<file path="config.mk">
export PLATFORM = sky130hd
export DESIGN_NAME = led_ctrl_multi
export DESIGN_NICKNAME = d
export VERILOG_FILES = /design/src/rtl/led_ctrl_multi.sv
export SDC_FILE = /design/constraint.sdc
export NUM_CORES = 1
export LEC_CHECK = 0
export ABC_AREA = 1
export BUFFER_PORTS_ARGS = -buffer_cell sky130_fd_sc_hd__buf_4
export CORE_UTILIZATION = 35
export DETAILED_ROUTE_END_ITERATION = 16
export GPL_TIMING_DRIVEN = 1
export PLACE_DENSITY = 0.53
export SKIP_LAST_GASP = 1
export SLEW_MARGIN = 20
export SYNTH_ARGS = -nofsm -noshare
export SYNTH_HDL_FRONTEND = slang
export SYNTH_SLANG_ARGS = --single-unit
</file>
<file path="constraint.sdc">
create_clock -name clk_in -period 3 [get_ports clk_in]
set_clock_uncertainty 0.1 [all_clocks]
set_input_delay 0.15 -clock clk_in [delete_from_list [all_inputs] [get_ports clk_in]]
set_output_delay 0.15 -clock clk_in [all_outputs]
set_load 0.02 [all_outputs]
</file>
<file path="src/rtl/led_ctrl_multi.sv">
// Multi-channel LED driver. Each channel runs OFF, ON, BLINK (programmable
// half-period) or PWM (programmable duty against a shared free-running
// counter). Channels are configured through a one-cycle write port and each
// has its own enable switch.
//
// Ports:
//   clk_in      system clock
//   rst         synchronous, active-high reset
//   switch_on   per-channel enable; low forces the channel output to 0
//   cfg_we      configuration write strobe (one cycle)
//   cfg_ch      target channel of the write
//   cfg_mode    0 OFF, 1 ON, 2 BLINK, 3 PWM
//   cfg_period  BLINK half-period in clk_in cycles (0 behaves as 1)
//   cfg_duty    PWM high count per 2^PWM_W window
//   cfg_err     one-cycle pulse after a write to a non-existent channel
//   led_on      registered LED outputs
module led_ctrl_multi #(
  parameter int unsigned N_CH     = 4,
  parameter int unsigned DIV_W    = 32,
  parameter int unsigned PWM_W    = 8,
  parameter int unsigned DEF_HALF = 50000000,
  parameter int unsigned CH_W     = 2
) (
  input  logic              clk_in,
  input  logic              rst,
  input  logic [N_CH-1:0]   switch_on,
  input  logic              cfg_we,
  input  logic [CH_W-1:0]   cfg_ch,
  input  logic [1:0]        cfg_mode,
  input  logic [DIV_W-1:0]  cfg_period,
  input  logic [PWM_W-1:0]  cfg_duty,
  output logic              cfg_err,
  output logic [N_CH-1:0]   led_on
);

  typedef enum logic [1:0] {
    MODE_OFF   = 2'd0,
    MODE_ON    = 2'd1,
    MODE_BLINK = 2'd2,
    MODE_PWM   = 2'd3
  } mode_e;

  // Per-channel configuration and blink state
  mode_e            mode_q  [N_CH];
  mode_e            mode_d  [N_CH];
  logic [DIV_W-1:0] half_q  [N_CH];
  logic [DIV_W-1:0] half_d  [N_CH];
  logic [PWM_W-1:0] duty_q  [N_CH];
  logic [PWM_W-1:0] duty_d  [N_CH];
  logic [DIV_W-1:0] cnt_q   [N_CH];
  logic [DIV_W-1:0] cnt_d   [N_CH];
  logic [DIV_W-1:0] top_cnt [N_CH];
  logic [N_CH-1:0]  phase_q;
  logic [N_CH-1:0]  phase_d;

  // Shared PWM counter and registered outputs
  logic [PWM_W-1:0] pwm_q;
  logic [PWM_W-1:0] pwm_d;
  logic [N_CH-1:0]  led_d;
  logic             err_d;

  // Write address decode
  logic [31:0]      ch_idx;
  logic             ch_ok;

  assign ch_idx = 32'(cfg_ch);
  assign ch_ok  = (ch_idx < N_CH);

  // Last counter value of a blink half-period; a stored half of 0 acts as 1
  always_comb begin
    for (int i = 0; i < N_CH; i++) begin
      top_cnt[i] = (half_q[i] == '0) ? '0 : (half_q[i] - DIV_W'(1));
    end
  end

  // Next-state and output logic
  always_comb begin
    pwm_d   = pwm_q + PWM_W'(1);
    err_d   = cfg_we && !ch_ok;
    phase_d = phase_q;
    led_d   = '0;
    for (int i = 0; i < N_CH; i++) begin
      mode_d[i] = mode_q[i];
      half_d[i] = half_q[i];
      duty_d[i] = duty_q[i];
      cnt_d[i]  = cnt_q[i];

      // Output follows the configuration held before this edge
      if (switch_on[i]) begin
        unique case (mode_q[i])
          MODE_OFF:   led_d[i] = 1'b0;
          MODE_ON:    led_d[i] = 1'b1;
          MODE_BLINK: led_d[i] = phase_q[i];
          MODE_PWM:   led_d[i] = (pwm_q < duty_q[i]);
          default:    led_d[i] = 1'b0;
        endcase
      end

      // Blink timing only advances while enabled in BLINK
      if (!switch_on[i] || (mode_q[i] != MODE_BLINK)) begin
        cnt_d[i]   = '0;
        phase_d[i] = 1'b0;
      end else if (cnt_q[i] >= top_cnt[i]) begin
        cnt_d[i]   = '0;
        phase_d[i] = ~phase_q[i];
      end else begin
        cnt_d[i]   = cnt_q[i] + DIV_W'(1);
      end

      // A write overrides a coincident toggle and restarts the blink
      if (cfg_we && ch_ok && (ch_idx == 32'(i))) begin
        mode_d[i]  = mode_e'(cfg_mode);
        half_d[i]  = cfg_period;
        duty_d[i]  = cfg_duty;
        cnt_d[i]   = '0;
        phase_d[i] = 1'b0;
      end
    end
  end

  // State registers
  always_ff @(posedge clk_in) begin
    if (rst) begin
      for (int i = 0; i < N_CH; i++) begin
        mode_q[i] <= MODE_BLINK;
        half_q[i] <= DIV_W'(DEF_HALF);
        duty_q[i] <= '0;
        cnt_q[i]  <= '0;
      end
      phase_q <= '0;
      pwm_q   <= '0;
      led_on  <= '0;
      cfg_err <= 1'b0;
    end else begin
      for (int i = 0; i < N_CH; i++) begin
        mode_q[i] <= mode_d[i];
        half_q[i] <= half_d[i];
        duty_q[i] <= duty_d[i];
        cnt_q[i]  <= cnt_d[i];
      end
      phase_q <= phase_d;
      pwm_q   <= pwm_d;
      led_on  <= led_d;
      cfg_err <= err_d;
    end
  end

endmodule
</file>
==> run summary <==
The flow ran to the end, but the final reports show violations. The checks that failed: setup timing. The data arrival at the endpoint of the critical path is 3.47 ns.

Input and output buffers added on the ports amount to 54. Counting buffers and inverters, the worst setup path is 19 cells deep. After global routing the overflow that remains totals 0.

The final routed wirelength across all metal layers is 68,200 µm. The static leakage came out at 11.3 nW. For this run, the number of Yosys warnings is 0. The number of global-route vias before repair is 19.1k.

Of the available clock period, the critical path in the final layout requires 103%. The final weighted congestion in routability-driven placement is 0.922. On the worst path, the slowest cell contributes a delay of 0.37 ns. The first global-routing pass estimated slightly above 100,000 µm of wire. The I/O pin total came out at 56. The distinct cell type count after synthesis came out at 53. The hold violation total from the final report is 0. Once detail routing completed, the nets flagged for antenna violations numbered 0. The required time of the critical path is 3.37 ns.

The die width is 244 µm. The initial utilization of the core area, before any placement, comes to 35.5%. Broken down by cell family, the worst path's largest delay share belongs to simple AND/OR/NAND/NOR gates. The portion of total power attributed to sequential cells came out at 40.0%.

For this design, the slowest cell found on the critical path is sky130_fd_sc_hd__dfxtp_4. The total internal power came out at 7.95 mW. The total clock buffers created by CTS is 40. By startpoint and endpoint, the worst setup path is classified as register to register.

The min-delay analysis places its worst path in the category input port to register. The maximum root-to-sink buffer count is 3. The clock-pin transition on the worst setup and hold timing paths came out at 0.06 ns. After detailed routing, the average wire length per cell comes to roughly 17 µm. Clock latency on the worst-skew pair, taken at its later pin, is 0.58 ns. The relative area change from synthesis to final layout came out at 30.7%.

Counting stages on the worst path, the most repeated cell is sky130_fd_sc_hd__nor2_4. The power density relative to cell area came out at 410 nW/µm². The mean instance size in the synthesized netlist is 6.72 µm².

CTS placed an instance of sky130_fd_sc_hd__clkbuf_16 at the clock tree root. The pin count of the biggest net entering global routing is 93. The filler-free cell count of the finished design is roughly 4k. The global routing usage summed across all routing layers is 21.5%. The number of placed cells counting well taps is 3,952. The cell depth of the worst flop-to-flop path came out at 19. The maximum operating frequency is 0.323 GHz. The first-pass detailed-route iteration total came out at 5.

The summed negative setup slack over all endpoints came out at -3.22 ns. Combinational logic burns 14.9% of the power. The flip-flop and latch count after synthesis is 312. The final route contains around 21k vias.

The core region is 57,900 µm². The clock network accounts for 45.2% of the total power. For the pin with the worst max-slew slack, the measured transition is slightly below 0.6 ns. The number of pins with negative max-slew slack in the final report came to 0.

The HPWL reported at the end of detailed placement is ~50,000 µm. The critical path goes through nor2_4, nand2_2, nor2_4, nand2_4, nor2_4, nand3_4, nor2_2, xor2_1, nand2_1, ha_4, nand2_2, nor2_4, nand4_1, a21oi_2, nor2_2, nand3b_1, buf_6, clkbuf_16, nor2_2. Setup repair after global routing could not meet its margin everywhere. In this run the worst path has a maximum fanout of 8. The gate count of the mapped netlist came out at 3,062. Counting every sink on the clock net gives approximately 310.

The final count of negative-setup-slack endpoints is 74. The worst-case IR drop observed on VDD is ~480 µV. TritonCTS built the clock tree. The standard-cell row count came out at 88. The net count reported at finish came out at 3,546. The worst setup path is launched from a register.

For this run, the register share of the synthesized area comes to 30.4%. The number of DRC violations after detailed routing came out at 0. The number of max-cap violations is 0. The worst hold path passes through 5 cells. The total nets after synthesis is 3,282. The mapped netlist covers 20,600 µm². The worst setup path is captured at a register.

After the first detailed-routing iteration, the DRC count stood at 1,427. The fraction of power spent switching nets is about 28%. The relative max-transition margin is about 61%. The post-layout worst setup margin came out at -0.0970 ns. The die area is 59,800 µm².

The H-tree generated during clock tree synthesis spans 2 levels. Together, buffers and inverters on the worst path number 2. The initial antenna violation count is 4. The smallest clock period supported by the final layout is computed as 3.10 ns. The net switching power of the design is between 3 and 4 mW.

The share of cells above drive strength 1 is about a quarter. The vertical die dimension came out at 244 µm. In the routed layout, each cell is associated on average with a via count of ~5.0.
-- through the flow --
step	worst slack, ns	cell area, µm²	utilization, %	hold slack [ns]	total power, mW
finish	-0.0970	26900	46.4	0.0793	11.0
global route	-0.240	26900	46.4	0.0783	11.5
CTS	0.00130	24700	42.6	0.0439	10.9
detailed placement	-0.0662	22800	39.4	0.339	5.81
global placement	-0.0612	22800	39.4	0.332	5.78
floorplan	0.257	20600	-	0.163	5.25
-- placed cells by master (no fill, tap or decap), types with 9 or more instances in the layout --
cell type / netlist / routed
sky130_fd_sc_hd__a21o_1: 13 / 13
sky130_fd_sc_hd__a21oi_1: 200 / 155
sky130_fd_sc_hd__a21oi_2: 0 / 44
sky130_fd_sc_hd__buf_4: 2 / 216
sky130_fd_sc_hd__buf_6: 1 / 9
sky130_fd_sc_hd__clkbuf_1: 45 / 9
sky130_fd_sc_hd__clkbuf_16: 0 / 52
sky130_fd_sc_hd__dfxtp_1: 312 / 275
sky130_fd_sc_hd__dfxtp_2: 0 / 31
sky130_fd_sc_hd__dlygate4sd3_1: 0 / 48
sky130_fd_sc_hd__ha_1: 169 / 154
sky130_fd_sc_hd__ha_4: 0 / 13
sky130_fd_sc_hd__inv_1: 347 / 325
sky130_fd_sc_hd__inv_2: 29 / 40
sky130_fd_sc_hd__inv_4: 0 / 12
sky130_fd_sc_hd__nand2_1: 650 / 606
sky130_fd_sc_hd__nand2_2: 16 / 53
sky130_fd_sc_hd__nand2_4: 4 / 11
sky130_fd_sc_hd__nand3_1: 195 / 180
sky130_fd_sc_hd__nand3_2: 8 / 17
sky130_fd_sc_hd__nand3b_1: 11 / 11
sky130_fd_sc_hd__nand4_1: 65 / 65
sky130_fd_sc_hd__nor2_1: 433 / 292
sky130_fd_sc_hd__nor2_2: 41 / 106
sky130_fd_sc_hd__nor2_4: 15 / 91
sky130_fd_sc_hd__nor3_1: 67 / 51
sky130_fd_sc_hd__nor3_2: 13 / 22
sky130_fd_sc_hd__nor3_4: 5 / 12
sky130_fd_sc_hd__o211ai_1: 25 / 25
sky130_fd_sc_hd__o21ai_0: 153 / 146
sky130_fd_sc_hd__o21ai_1: 8 / 14
sky130_fd_sc_hd__or2_1: 9 / 9
sky130_fd_sc_hd__or2_2: 34 / 33
sky130_fd_sc_hd__xnor2_1: 39 / 37
sky130_fd_sc_hd__xor2_1: 66 / 66
-- state kept, by name (all words and copies together) (netlist names) --
| register | cells |
|---|---|
| cnt_q | 128 |
| duty_q | 32 |
| half_q | 128 |
| led_on | 4 |
| mode_q | 8 |
| phase_q | 4 |
| pwm_q | 8 |
-- timing repair --
item	in CTS	in global routing
endpoints found under the hold margin	180	0
resized for setup	8	485
setup buffers	1	35
hold buffers	48	0
pin swaps	1	130
gates cloned	0	15
endpoints found under the setup margin	53	132
-- cells in the mapped netlist, drive strengths merged --
| master | number | share of area, % |
|---|---|---|
| and2 | 2 | 0.073 |
| and3b | 1 | 0.043 |
| o21ai | 162 | 4.0 |
| conb | 1 | 0.018 |
| xnor2 | 39 | 1.7 |
| nand2 | 670 | 13 |
| o21a | 7 | 0.26 |
| nand3 | 204 | 5.2 |
| o32ai | 1 | 0.043 |
| o31ai | 2 | 0.073 |
| clkbuf | 45 | 0.82 |
| a21boi | 6 | 0.22 |
| clkinv | 1 | 0.018 |
| buf | 29 | 0.74 |
| xor2 | 66 | 2.8 |
| a211oi | 4 | 0.15 |
| nor3 | 85 | 2.7 |
| nor2 | 489 | 10 |
| inv | 376 | 6.9 |
| a21o | 13 | 0.47 |
| nor3b | 6 | 0.24 |
| nor4 | 12 | 0.43 |
| nand4 | 69 | 2.2 |
| dfxtp | 312 | 30 |
| o211ai | 25 | 0.91 |
| a21oi | 200 | 4.9 |
| a31o | 1 | 0.043 |
| and3 | 3 | 0.091 |
| ha | 169 | 10 |
| o21bai | 1 | 0.036 |
| or2 | 50 | 1.5 |
| nand3b | 11 | 0.40 |
-- area by class of cell --
type / instances / area, µm²
clock buffer: 59 / 1190
fill: 5927 / 31000
tap: 765 / 957
antenna: 2 / 5.00
sequential: 312 / 6310
clock inverter: 10 / 146
inverter: 377 / 1450
timing repair buffer: 296 / 2670
multi-input combinational: 2299 / 14200
-- cells by family after synthesis --
| family | count (synthesis) | synth area share (%) |
|---|---|---|
| AND/OR/NAND/NOR | 1602 | 35.4 |
| flip-flops | 312 | 30.4 |
| AO/OA/AOI/OAI | 422 | 11.0 |
| XOR/XNOR | 105 | 4.47 |
| other | 1 | 0.0182 |
| buffers and inverters | 451 | 8.44 |
| adder cells (fa/ha/maj) | 169 | 10.3 |
-- path summary, 6_finish.rpt --
path | startpoint | end | slack, ns
worst max register to register | half_q[1][10] | cnt_q[1][8] | -0.1
worst min register to register | duty_q[2][0] | duty_q[2][0] | 0.35
worst min-delay path | cfg_ch[0] | half_q[0][15] | 0.08
worst max-delay path | half_q[1][10] | cnt_q[1][8] | -0.1
-- tightest hold or removal path: stages --
cell and delay, ns:
sky130_fd_sc_hd__buf_4 0.12, sky130_fd_sc_hd__nor2_2 0.05, sky130_fd_sc_hd__buf_4 0.21, sky130_fd_sc_hd__nand2_1 0.09, sky130_fd_sc_hd__nand3_1 0.07
-- routing by layer --
metal | track usage (%) | wire, µm | vias to the layer above
li1 | - | - | 10500
met1 | 28.1 | 31000 | 9655
met2 | 35.8 | 31500 | 443
met3 | 3.36 | 3370 | 123
met4 | 7.68 | 2320 | 2
met5 | 0 | 10 | -
-- power by group through the flow --
stage | clock network (mW) | registers, mW | logic (mW)
2_1_floorplan | 0 | 4.45 | 0.798
3_3_place_gp | 0 | 4.47 | 1.31
3_5_place_dp | 0 | 4.48 | 1.33
4_1_cts | 5.11 | 4.39 | 1.39
5_1_grt | 5.27 | 4.42 | 1.82
6_report | 4.99 | 4.41 | 1.64
(Power assumes the default switching activity.)
